File: config.mk
export PLATFORM = sky130hd
export DESIGN_NAME = f2_keydebounce
export DESIGN_NICKNAME = d
export VERILOG_FILES = /design/src/rtl/f2_key_pkg.sv /design/src/rtl/f2_key_cell.sv /design/src/rtl/f2_keydebounce.sv
export SDC_FILE = /design/constraint.sdc
export NUM_CORES = 1
export LEC_CHECK = 0
export ABC_AREA = 1
export CORE_MARGIN = 2
export CORE_UTILIZATION = 25
export DETAILED_ROUTE_END_ITERATION = 16
export PLACE_DENSITY_LB_ADDON = 0.2
export SKIP_LAST_GASP = 1
export SYNTH_ARGS = -nofsm -noshare
export SYNTH_HDL_FRONTEND = slang
export SYNTH_SLANG_ARGS = --single-unit
File: constraint.sdc
create_clock -name sysclk -period 12.25 [get_ports sysclk]
set_input_delay 3.675 -clock sysclk [delete_from_list [all_inputs] [get_ports sysclk]]
set_output_delay 3.675 -clock sysclk [all_outputs]
set_load 0.02 [all_outputs]
File: src/rtl/f2_key_pkg.sv
// -----------------------------------------------------------------------------
// f2_key_pkg
// Shared definitions for the function-2 key front end:
//   - per-key FSM state type (IDLE / HELD_WAIT / HELD_REPEAT)
//   - default timing constants for the 50 MHz board
//   - counter-width helper sized so that no timing counter can ever wrap
// -----------------------------------------------------------------------------
package f2_key_pkg;

    // Per-key press/repeat FSM state.
    typedef enum logic [1:0] {
        ST_IDLE        = 2'd0,
        ST_HELD_WAIT   = 2'd1,
        ST_HELD_REPEAT = 2'd2
    } key_state_e;

    // Default timing for a 50 MHz sysclk.
    localparam int DEF_NUM_KEYS        = 4;
    localparam int DEF_KEY_ACTIVE_LOW  = 1;
    localparam int DEF_DEBOUNCE_CYCLES = 500000;    // 10 ms
    localparam int DEF_REPEAT_EN       = 1;
    localparam int DEF_REPEAT_DELAY    = 25000000;  // 500 ms
    localparam int DEF_REPEAT_PERIOD   = 5000000;   // 100 ms

    // Width needed to hold the largest of the three timing limits.
    function automatic int cnt_width(input int debounce_cycles,
                                     input int repeat_delay,
                                     input int repeat_period);
        int max_v;
        max_v = debounce_cycles;
        if (repeat_delay > max_v) begin
            max_v = repeat_delay;
        end else begin
            max_v = max_v;
        end
        if (repeat_period > max_v) begin
            max_v = repeat_period;
        end else begin
            max_v = max_v;
        end
        return $clog2(max_v + 1);
    endfunction

endpackage : f2_key_pkg

File: src/rtl/f2_key_cell.sv
// -----------------------------------------------------------------------------
// f2_key_cell
// Single-key front end: 2-flop synchroniser, debounce counter and the
// press/auto-repeat FSM. The debounced level is implied by the FSM state
// (any held state == pressed), so there is no separate level flop.
//
// The cell exposes next-state values (level_d_o, pulse_d_o); the top level
// owns the output registers, so the pulse and the level rise appear on the
// same sysclk edge.
//
// Ports:
//   clk_i      sysclk
//   rst_i      asynchronous active-high reset
//   key_raw_i  raw, asynchronous button pin
//   level_d_o  next debounced pressed level (active-high)
//   pulse_d_o  next press/repeat pulse (active-high, one cycle per event)
// -----------------------------------------------------------------------------
module f2_key_cell
    import f2_key_pkg::*;
#(
    parameter int KEY_ACTIVE_LOW  = DEF_KEY_ACTIVE_LOW,
    parameter int DEBOUNCE_CYCLES = DEF_DEBOUNCE_CYCLES,
    parameter int REPEAT_EN       = DEF_REPEAT_EN,
    parameter int REPEAT_DELAY    = DEF_REPEAT_DELAY,
    parameter int REPEAT_PERIOD   = DEF_REPEAT_PERIOD,
    parameter int CNT_W           = cnt_width(DEBOUNCE_CYCLES, REPEAT_DELAY, REPEAT_PERIOD)
) (
    input  logic clk_i,
    input  logic rst_i,
    input  logic key_raw_i,
    output logic level_d_o,
    output logic pulse_d_o
);

    // Pin level when the button is not pressed; synchroniser resets here so
    // reset never looks like a press.
    localparam logic RELEASED_LVL = (KEY_ACTIVE_LOW != 0) ? 1'b1 : 1'b0;

    localparam logic [CNT_W-1:0] DB_LAST = CNT_W'(DEBOUNCE_CYCLES - 1);
    localparam logic [CNT_W-1:0] RD_LAST = CNT_W'(REPEAT_DELAY - 1);
    localparam logic [CNT_W-1:0] RP_LAST = CNT_W'(REPEAT_PERIOD - 1);
    localparam logic [CNT_W-1:0] CNT_ONE = CNT_W'(1);

    logic             sync1_q;
    logic             sync2_q;
    logic             pressed_s;
    logic             level_s;
    logic             toggle_s;
    logic [CNT_W-1:0] dcnt_q;
    logic [CNT_W-1:0] dcnt_d;
    logic [CNT_W-1:0] rcnt_q;
    logic [CNT_W-1:0] rcnt_d;
    key_state_e       state_q;
    key_state_e       state_d;
    logic             pulse_d;

    // Two-flop synchroniser for the asynchronous pin.
    always_ff @(posedge clk_i or posedge rst_i) begin
        if (rst_i) begin
            sync1_q <= RELEASED_LVL;
            sync2_q <= RELEASED_LVL;
        end else begin
            sync1_q <= key_raw_i;
            sync2_q <= sync1_q;
        end
    end

    // Normalise to pressed = 1.
    assign pressed_s = (KEY_ACTIVE_LOW != 0) ? ~sync2_q : sync2_q;

    // Debounced level lives in the FSM: pressed exactly when not IDLE.
    assign level_s = (state_q != ST_IDLE);

    // Debounce: count cycles the synchronised input disagrees with the level;
    // any agreement restarts the count, reaching the limit flips the level.
    always_comb begin
        dcnt_d   = '0;
        toggle_s = 1'b0;
        if (pressed_s == level_s) begin
            dcnt_d   = '0;
            toggle_s = 1'b0;
        end else if (dcnt_q == DB_LAST) begin
            dcnt_d   = '0;
            toggle_s = 1'b1;
        end else begin
            dcnt_d   = dcnt_q + CNT_ONE;
            toggle_s = 1'b0;
        end
    end

    // Press/repeat FSM next state. In IDLE a toggle is a rising level, in a
    // held state it is a falling level; release always wins over a repeat.
    always_comb begin
        state_d = state_q;
        rcnt_d  = rcnt_q;
        pulse_d = 1'b0;
        case (state_q)
            ST_IDLE: begin
                rcnt_d = '0;
                if (toggle_s) begin
                    state_d = ST_HELD_WAIT;
                    pulse_d = 1'b1;
                end else begin
                    state_d = ST_IDLE;
                end
            end
            ST_HELD_WAIT: begin
                if (toggle_s) begin
                    state_d = ST_IDLE;
                    rcnt_d  = '0;
                end else if (rcnt_q == RD_LAST) begin
                    if (REPEAT_EN != 0) begin
                        state_d = ST_HELD_REPEAT;
                        rcnt_d  = '0;
                        pulse_d = 1'b1;
                    end else begin
                        // No auto-repeat: park with the counter saturated.
                        state_d = ST_HELD_WAIT;
                        rcnt_d  = rcnt_q;
                    end
                end else begin
                    rcnt_d = rcnt_q + CNT_ONE;
                end
            end
            ST_HELD_REPEAT: begin
                if (toggle_s) begin
                    state_d = ST_IDLE;
                    rcnt_d  = '0;
                end else if (rcnt_q == RP_LAST) begin
                    rcnt_d  = '0;
                    pulse_d = 1'b1;
                end else begin
                    rcnt_d = rcnt_q + CNT_ONE;
                end
            end
            default: begin
                state_d = ST_IDLE;
                rcnt_d  = '0;
                pulse_d = 1'b0;
            end
        endcase
    end

    // State and counter registers.
    always_ff @(posedge clk_i or posedge rst_i) begin
        if (rst_i) begin
            state_q <= ST_IDLE;
            dcnt_q  <= '0;
            rcnt_q  <= '0;
        end else begin
            state_q <= state_d;
            dcnt_q  <= dcnt_d;
            rcnt_q  <= rcnt_d;
        end
    end

    assign level_d_o = (state_d != ST_IDLE);
    assign pulse_d_o = pulse_d;

endmodule : f2_key_cell

File: src/rtl/f2_keydebounce.sv
// -----------------------------------------------------------------------------
// f2_keydebounce
// Function-2 key front end: synchronises and debounces NUM_KEYS raw buttons
// and produces one-cycle press pulses plus optional auto-repeat pulses for the
// downstream key-to-instruction translator.
//
// Ports:
//   sysclk      system clock (rising edge)
//   reset       asynchronous, active-high reset
//   keys_raw    raw button pins, asynchronous to sysclk
//   func2_keys  registered press/repeat pulses, one cycle wide, active-high
//   key_level   registered debounced pressed state, active-high
// -----------------------------------------------------------------------------
module f2_keydebounce
    import f2_key_pkg::*;
#(
    parameter int NUM_KEYS        = DEF_NUM_KEYS,
    parameter int KEY_ACTIVE_LOW  = DEF_KEY_ACTIVE_LOW,
    parameter int DEBOUNCE_CYCLES = DEF_DEBOUNCE_CYCLES,
    parameter int REPEAT_EN       = DEF_REPEAT_EN,
    parameter int REPEAT_DELAY    = DEF_REPEAT_DELAY,
    parameter int REPEAT_PERIOD   = DEF_REPEAT_PERIOD
) (
    input  logic                sysclk,
    input  logic                reset,
    input  logic [NUM_KEYS-1:0] keys_raw,
    output logic [NUM_KEYS-1:0] func2_keys,
    output logic [NUM_KEYS-1:0] key_level
);

    localparam int CNT_W = cnt_width(DEBOUNCE_CYCLES, REPEAT_DELAY, REPEAT_PERIOD);

    logic [NUM_KEYS-1:0] level_d;
    logic [NUM_KEYS-1:0] pulse_d;
    logic [NUM_KEYS-1:0] key_level_q;
    logic [NUM_KEYS-1:0] func2_keys_q;

    for (genvar gi = 0; gi < NUM_KEYS; gi++) begin : g_key
        f2_key_cell #(
            .KEY_ACTIVE_LOW  (KEY_ACTIVE_LOW),
            .DEBOUNCE_CYCLES (DEBOUNCE_CYCLES),
            .REPEAT_EN       (REPEAT_EN),
            .REPEAT_DELAY    (REPEAT_DELAY),
            .REPEAT_PERIOD   (REPEAT_PERIOD),
            .CNT_W           (CNT_W)
        ) u_cell (
            .clk_i     (sysclk),
            .rst_i     (reset),
            .key_raw_i (keys_raw[gi]),
            .level_d_o (level_d[gi]),
            .pulse_d_o (pulse_d[gi])
        );
    end

    // Output registers: pulse and level rise land on the same edge.
    always_ff @(posedge sysclk or posedge reset) begin
        if (reset) begin
            key_level_q  <= '0;
            func2_keys_q <= '0;
        end else begin
            key_level_q  <= level_d;
            func2_keys_q <= pulse_d;
        end
    end

    assign key_level  = key_level_q;
    assign func2_keys = func2_keys_q;

endmodule : f2_keydebounce

### Word-level counts from Yosys, hierarchy flattened

Index checks and enable logic that the tools add are counted.

| storage, ports and cells | value |
|---|---|
| register bits | 224 |
| bits of input ports | 6 |
| word-level logic and storage cells | 150 |

| operators by class | value |
|---|---|
| add/subtract/negate cells | 8 |
| eq/ne operators | 24 |
| multiplexer cells | 80 |
| bitwise logic cells | 4 |
| reduce and logical (&&, ||, !) cells | 12 |

Operator list:

| kind | count |
|---|---|
| 2-to-1 mux 25 bit | 24 |
| adder 25 x 1 -> 25 bit (second input constant) | 8 |
| one-hot mux 25 bit (2 select lines) | 4 |
| == test 25 x 19 -> 1 bit (second input constant) | 4 |
| == test 25 x 23 -> 1 bit (second input constant) | 4 |
| == test 25 bit (second input constant) | 4 |
| 2-to-1 mux 1 bit | 32 |
| 2-to-1 mux 2 bit | 12 |
| one-hot mux 2 bit (3 select lines) | 4 |
| nonzero test 2 bit | 8 |
| one-hot mux 1 bit (3 select lines) | 4 |
| == test 2 x 1 -> 1 bit (second input constant) | 4 |
| == test 2 bit (second input constant) | 4 |
| logical NOT 2 bit | 4 |
| == test 1 bit | 4 |
| NOT 1 bit | 4 |

### Depth between registers and ports, before layout

Gate-level depths: netlist of run 1.

| depth | value |
|---|---|
| depth after elaboration | 6 |
| depth in mapped cells | 12 |
| depth with buffers taken out | 12 |

### Hierarchy

A second synthesis of run 1 with hierarchy kept.

| unflattened totals | value |
|---|---|
| cells, all modules | 1761 |
| area total of the unflattened synthesis | 13275.2 sq um |

By module, submodules not included:

| module | instances | cells an instance | area an instance (sq um) | sequential area each (sq um) |
|---|---|---|---|---|
| f2_key_cell at g_key[0].u_cell ... | 3 | 440 | 3281.9 | 1353.8 |
| f2_key_cell at g_key[3].u_cell | 1 | 432 | 3225.6 | 1353.8 |
| f2_keydebounce | 1 | 9 | 203.9 | 200.2 |

### Least setup slack after synthesis of run 1

No wires, ideal clock.

| timing path | value |
|---|---|
| kind | reg2out |
| start | reg func2_keys_q[0] (netlist: func2_keys[0]) |
| end | out func2_keys[0] |
| arrival time | 416 ps |
| path slack | 8159 ps |
| stages on the path, launching flop included | 1 |
| path buffers | 0 |
| cell sequence | dfrtp_1 |

RTL lines:

| what | line | RTL |
|---|---|---|
| from (decl) | f2_keydebounce.sv:36 | `logic [NUM_KEYS-1:0] func2_keys_q;` |
| from (signal assigned) | f2_keydebounce.sv:62 | `func2_keys_q <= pulse_d;` |
| to (decl) | f2_keydebounce.sv:27 | `output logic [NUM_KEYS-1:0] func2_keys,` |

No word-level cell between the ends.

### Worst setup path after layout of run 1

| timing path | value |
|---|---|
| start | reg func2_keys_q[2] (netlist: func2_keys[2]) |
| end | out func2_keys[2] |

No word-level cell between the ends.

==> impl_results.md, run 1 <==
- Outcome: completed
- Largest net degree at the start of global routing: 101
- MaxCap Viol Count: 0
- Compound-Gate Fraction of Synth Area: 0.0306
- # diodes: 0
- Critical Path End Type: output port
- CTS buffer count: 29
- First-pass iteration count of the detailed router: 5
- Gr usage total: 0.111
- Post-cts resize count: 0
- Fin crit share: 0.421
- Number of H-tree levels: 1
- Vias/cell: 4.28
- Delay-heaviest family, CP: buffers and inverters
- Post-Synth XOR/XNOR Area: 0.0816
- Largest family of logic cells by synthesized area: simple AND/OR/NAND/NOR gates
- Crit path time final: 5160 ps
- Synthesized area: 12900 um2
- WL per Instance: 12.0 um
- DRC viols: 0
- Sequential cell area fraction in the yosys report: 0.436
- Routability cong.: 0.827
- Fin. Hold Viols: 0
- Sink Count: 224
- Placed insts: 2361
- Number of global-route vias before repair: 10600
- Setup TNS: 0 ps
- Fin cells: 2410
- Crit path kind: reg2out
- WL final: 28.9 mm
- Setup bufs post-CTS: 0
- Core footprint: 51100 um2
- Storage element area: 5620 um2
- Cell taking the most area after synthesis: dfrtp_1
- Power density cells: 111 nW/um2
- Die area: 53300 um2
- Crit path launch: func2_keys[2]
- Hold Path Origin: g_key[1].u_cell.sync1_q
- Post-Synth Adder-Cell Area: 0.0233
- Number of synthesized flops with an enable pin: 0
- Worst Tran Pin Value: 857 ps
- Max incr delay on CP: 600 ps
- Met1 Usage GRT: 0.147
- RSZ-0062 raised after global routing: no
- Most numerous cell in the Yosys netlist: nor2_1
- Fin nets: 1742
- Hold/Removal Path Class: reg2reg
- Static Leak: 6.17 nW
- Slowest cell on crit path: clkdlybuf4s50_1
- GR Layer Usage met3: 0.0182
- Post-DRT Antenna Nets: 0
- Area growth from synthesis to layout: 14.2%
- CP startpoint kind: register
- Routed vias: 10300
- Mapped Cells: 1679
- Slew HR: 0.429
- Hold buffer count at cts: 0
- Clk_lat worst skew: 550 ps
- First-pass GRT wire length: 50.2 mm
- Arrival time at the worst endpoint: 1490 ps
- Post-DP HPWL: 20.6 mm
- Max IR drop VDD: 101 uV
- Buf/Inv on CP: 1
- Synthesized net count: 1709
- Worst path cell trace: clkdlybuf4s50_1
- Async S/R FF share, synth: 1.00
- R2R Path Start: g_key[0].u_cell.state_q[0]
- Vert. Die Dim: 231 um
- Post-Synth Simple-Gate Area: 0.348
- Layout Skew: 17.4 ps
- Max Buffers Root-to-Sink: 3
- Final slew viol count: 0
- Total grt overflow: 0
- Clock slew at reported path FFs: 60 ps
- Critical Path RT: 8570 ps
- Max FO, Critical Path: 1
- Final setup viols: 0
- Synthesis-stage register bit count: 224
- Buffers added on ports: 13
- Post-synth cell types: 39
- Initial Util: 0.252
- Average size of a mapped cell: 7.66 um2
- Num rows: 83
- Ys Warns: 0
- Top cells by area, synth: dfrtp_1 (42%), nor2_1 (11%), nand2_1 (8.1%)
- Multiplexer share of the synthesized area: 0
- CTS tree: done
- Top-area cell type share of the netlist area: 0.420
- Io pins: 14
- Antenna violations before repair: 0
- Clk root buf: clkbuf_16
- Highest Clock Rate: 194 MHz
- Synth top cells by count: nor2_1 (363), nand2_1 (279), inv_1 (225)
- Ys flop type: dfrtp_1
- Fillers: 5557
- Met2 usage: 0.186
- Area of the multi-input gates: 6230 um2
- Initial DRC Count: 509
- Die width: 231 um
- Gr busiest metal: met2
- Ratio of cells with drive above 1 in the final layout: 0.0763
registers in the layout, indices dropped and copies added, names as in the netlist:
signal / count
func2_keys: 4
key_level: 4
g_key.u_cell.rcnt_q: 100
g_key.u_cell.state_q: 8
g_key.u_cell.dcnt_q: 100
g_key.u_cell.sync2_q: 4
g_key.u_cell.sync1_q: 4
cells in the final DEF, fill, tap and decap left out, types with 3 or more instances in the layout:
cell             instances
inv_1                  224
clkinv_2                 4
xnor2_1                 25
clkbuf_8                 7
nor3b_1                 11
nor4_1                   4
nor2_1                 363
clkbuf_16               29
nand3_1                118
inv_2                   12
nand2_2                 12
clkbuf_1                 5
nor3_2                   7
dfrtp_1                216
dfstp_2                  8
bufinv_16                3
nor3_1                  95
ha_1                    24
nand4_1                 48
clkdlybuf4s50_1         13
nor2_4                  11
nor2_2                  16
nand3b_1                 6
nand3_2                  6
o21ai_0                 25
a31oi_1                  4
a21oi_2                  3
o21ai_1                  7
nor3_4                   4
nand2_1                279
xor2_1                  93
a21oi_1                 35
routing by layer:
layer / vias to the layer above / share of wire
met4: 0 / 0.020
met3: 36 / 0.033
li1: 5373 / -
met1: 4795 / 0.49
met2: 113 / 0.45
met5: - / 0
cell type report:
| type | instances | area share |
|---|---|---|
| repair buffers | 15 | 0.00987 |
| inverters | 238 | 0.0613 |
| clock inverters | 8 | 0.00809 |
| clock buffers | 41 | 0.0572 |
| flip-flops and latches | 224 | 0.382 |
| multi-input cells | 1204 | 0.424 |
| well taps | 680 | 0.0579 |
path summary, 6_finish.rpt:
check / end / slack, ps / cells past startpoint
setup / recovery: func2_keys[2] / 7090 / 1
hold / removal: g_key[1].u_cell.sync2_q / 350 / 0
setup reg to reg: g_key[0].u_cell.dcnt_q[14] / 9990 / 7
hold reg to reg: g_key[1].u_cell.sync2_q / 350 / 0
max in group asynchronous: g_key[0].u_cell.dcnt_q[15] / 7210 / 3
min in group asynchronous: func2_keys[3] / 3650 / 2
cell families (layout without fill, tap and decap cells):
logic type               Yosys count  count (layout)
AO/OA/AOI/OAI                     75              75
XOR/XNOR                         119             119
adder cells (fa/ha/maj)           24              24
buffers and inverters            251             302
flip-flops                       224             224
AND/OR/NAND/NOR                  986             986
power breakdown:
| part | switching (mW) | total, mW | internal (mW) |
|---|---|---|---|
| clock network | 0.322 | 0.855 | 0.534 |
| logic | 0.0261 | 0.0322 | 0.00603 |
| registers | 0.00320 | 0.749 | 0.746 |
| total | 0.351 | 1.64 | 1.29 |
metrics by stage:
stage	total power [mW]	utilization	setup WS, ps	hold slack [ps]	area, um2
5_1_grt	1.72	0.288	6900	363	14700
2_1_floorplan	0.784	-	2450	345	12900
4_1_cts	1.68	0.288	7030	355	14700
3_3_place_gp	0.796	0.269	6500	350	13700
6_report	1.64	0.288	7090	354	14700
3_5_place_dp	0.797	0.269	6460	347	13700
Power figures use the tool's default switching activity.
==> run 2: changes to the inputs <==
clock period = 5.3 ns   (was 12.25 ns; I/O delays follow)
==> run 2 against run 1 <==
  * Die area did not move
  * Sequential power is 130% higher
  * Sequential share of layout area about the same
  * Combinational power rose by 140%
  * Largest cell class unchanged
  * Cell count stayed put
  * First-iteration DRC count increased by 28%
  * Register-to-register slack got worse by 6900 ps
  * Global-route usage rose by 0.12 points
  * Worst setup slack got worse by 4900 ps
  * Clock skew shrank 8.8 ps
  * Highest routed layer unchanged
==> impl_results.md, run 2 (synthesis gave the netlist of run 1 again) <==
- Slew HR: 0.470 (+0.0414)
- Vias/cell: 4.32 (+0.80%)
- First-pass GRT wire length: 50.6 mm (+0.81%)
- Antenna violations before repair: 0 (unchanged)
- DRC viols: 0 (unchanged)
- Critical Path RT: 3710 ps (-4860 ps)
- Setup TNS: 0 ps (unchanged)
- Num rows: 83 (unchanged)
- # diodes: 0 (unchanged)
- Number of global-route vias before repair: 10400 (-1.5%)
- CTS tree: done
- Post-cts resize count: 0 (unchanged)
- Fin. Hold Viols: 0 (unchanged)
- Clock slew at reported path FFs: 60 ps (about the same)
- Most frequent cells in the layout: nor2_1 (363), nand2_1 (279), inv_1 (224)
- Hold/Removal Path Class: reg2reg
- Power density cells: 250 nW/um2 (+120%)
- R2R Path Start: g_key[0].u_cell.state_q[0]
- Crit path kind: reg2out
- Clk root buf: clkbuf_16
- Largest regs: g_key.u_cell.dcnt_q (100), g_key.u_cell.rcnt_q (100), g_key.u_cell.state_q (8)
- Slowest cell on crit path: clkdlybuf4s50_1
- MaxCap Viol Count: 0 (unchanged)
- Final setup viols: 0 (unchanged)
- Hold buffer count at cts: 0 (unchanged)
- WL per Instance: 12.1 um (+0.82%)
- Post-DRT Antenna Nets: 0 (unchanged)
- Max FO, Critical Path: 1 (unchanged)
- Fin crit share: 0.580
- Clk_lat worst skew: 550 ps (about the same)
- Highest Clock Rate: 325 MHz
- Vert. Die Dim: 231 um (unchanged)
- Max Buffers Root-to-Sink: 3 (unchanged)
- Routed vias: 10400 (+0.80%)
- Initial Util: 0.252 (unchanged)
- Worst Tran Pin Value: 793 ps (-63.8 ps)
- Area growth from synthesis to layout: 14.1%
- Total grt overflow: 0 (unchanged)
- Crit path launch: func2_keys[0]
- Routability cong.: 0.821 (-0.69%)
- Largest net degree at the start of global routing: 75 (-26%)
- Delay-heaviest family, CP: buffers and inverters
- Fillers: 5565 (+0.14%)
- WL final: 29.1 mm (+0.82%)
- Initial DRC Count: 649 (+28%)
- CTS buffer count: 28 (-3.4%)
- Max incr delay on CP: 600 ps (about the same)
- Arrival time at the worst endpoint: 1480 ps (about the same)
- Die width: 231 um (unchanged)
- Buf/Inv on CP: 1 (unchanged)
- Hold_ws: 360 ps (+5.93 ps)
- Io pins: 14 (unchanged)
- Hold Path Origin: g_key[1].u_cell.sync1_q
- Commonest non-fill, non-tap cell in the layout: nor2_1
- Final slew viol count: 0 (unchanged)
- Setup bufs post-CTS: 0 (unchanged)
- Max IR drop VDD: 180 uV (+78%)
- Fin nets: 1742 (unchanged)
- Worst path cell trace: clkdlybuf4s50_1
- Core footprint: 51100 um2 (unchanged)
- Ratio of cells with drive above 1 in the final layout: 0.0757 (-0.000578)
- Crit path time final: 3070 ps
- Number of H-tree levels: 1 (unchanged)
- Gr usage total: 0.112 (+0.00116)
- Buffers added on ports: 13 (unchanged)
- Layout Skew: 8.56 ps (-8.83 ps)
- First-pass iteration count of the detailed router: 5 (unchanged)
- CP startpoint kind: register
- Outcome: completed
- RSZ-0062 raised after global routing: no
- Critical Path End Type: output port
- Die area: 53300 um2 (unchanged)
- Sink Count: 224 (unchanged)
- Post-DP HPWL: 21.0 mm (+1.7%)
- Static Leak: 6.15 nW (-0.24%)
==> run 2: routing by layer <==
layer / share of wire / wire length (um) / vias to the layer above / global-route usage
met5: 0 / 0 / - / 0
met4: 0.020 / 595 / 0 / 0.0310
met3: 0.030 / 864 / 40 / 0.0164
met2: 0.45 / 13000 / 110 / 0.181
met1: 0.50 / 14600 / 4880 / 0.155
li1: - / - / 5370 / -
==> run 2: worst register-to-register path, cell delays in order (launching register included) <==
cell and delay [ps]:
dfrtp_1 390, inv_1 80, ha_1 240, xor2_1 240, inv_1 260, a21oi_2 470, inv_1 260, nor3_1 220
==> run 2: worst paths after layout <==
| kind | slack (ps) | cells past startpoint | end |
|---|---|---|---|
| max | 2230 | 1 | func2_keys[0] |
| min | 360 | 0 | g_key[1].u_cell.sync2_q |
| min reg2reg | 360 | 0 | g_key[1].u_cell.sync2_q |
| max in group asynchronous | 2860 | 3 | g_key[2].u_cell.sync1_q |
| max reg2reg | 3060 | 7 | g_key[0].u_cell.dcnt_q[14] |
| min in group asynchronous | 1540 | 2 | key_level[3] |
==> run 2: power by group <==
part	internal (mW)	total (mW)	switching, mW
clock	1.13	1.87	0.733
sequential	1.72	1.73	0.00743
combinational	0.0175	0.0782	0.0606
total	2.88	3.68	0.801
==> run 2: cell type report <==
class | count | area [um2] | area share
Multi-Input combinational cell | 1204 | 6230 | 0.424
Sequential cell | 224 | 5620 | 0.383
Inverter | 238 | 897 | 0.0611
Tap cell | 680 | 851 | 0.0580
Clock buffer | 42 | 845 | 0.0575
Timing Repair Buffer | 16 | 190 | 0.0130
Clock inverter | 6 | 55.1 | 0.00375
==> run 2: stage by stage <==
step / util / cell area [um2] / instances / power, mW / setup WS (ps)
global placement: 0.270 / 13800 / 2362 / 1.84 / 2240
global route: 0.287 / 14700 / 2410 / 3.85 / 2160
floorplan: - / 12900 / 1679 / 1.81 / 793
CTS: 0.287 / 14700 / 2410 / 3.78 / 2180
detailed placement: 0.270 / 13800 / 2362 / 1.85 / 2250
finish: 0.287 / 14700 / 2410 / 3.68 / 2230
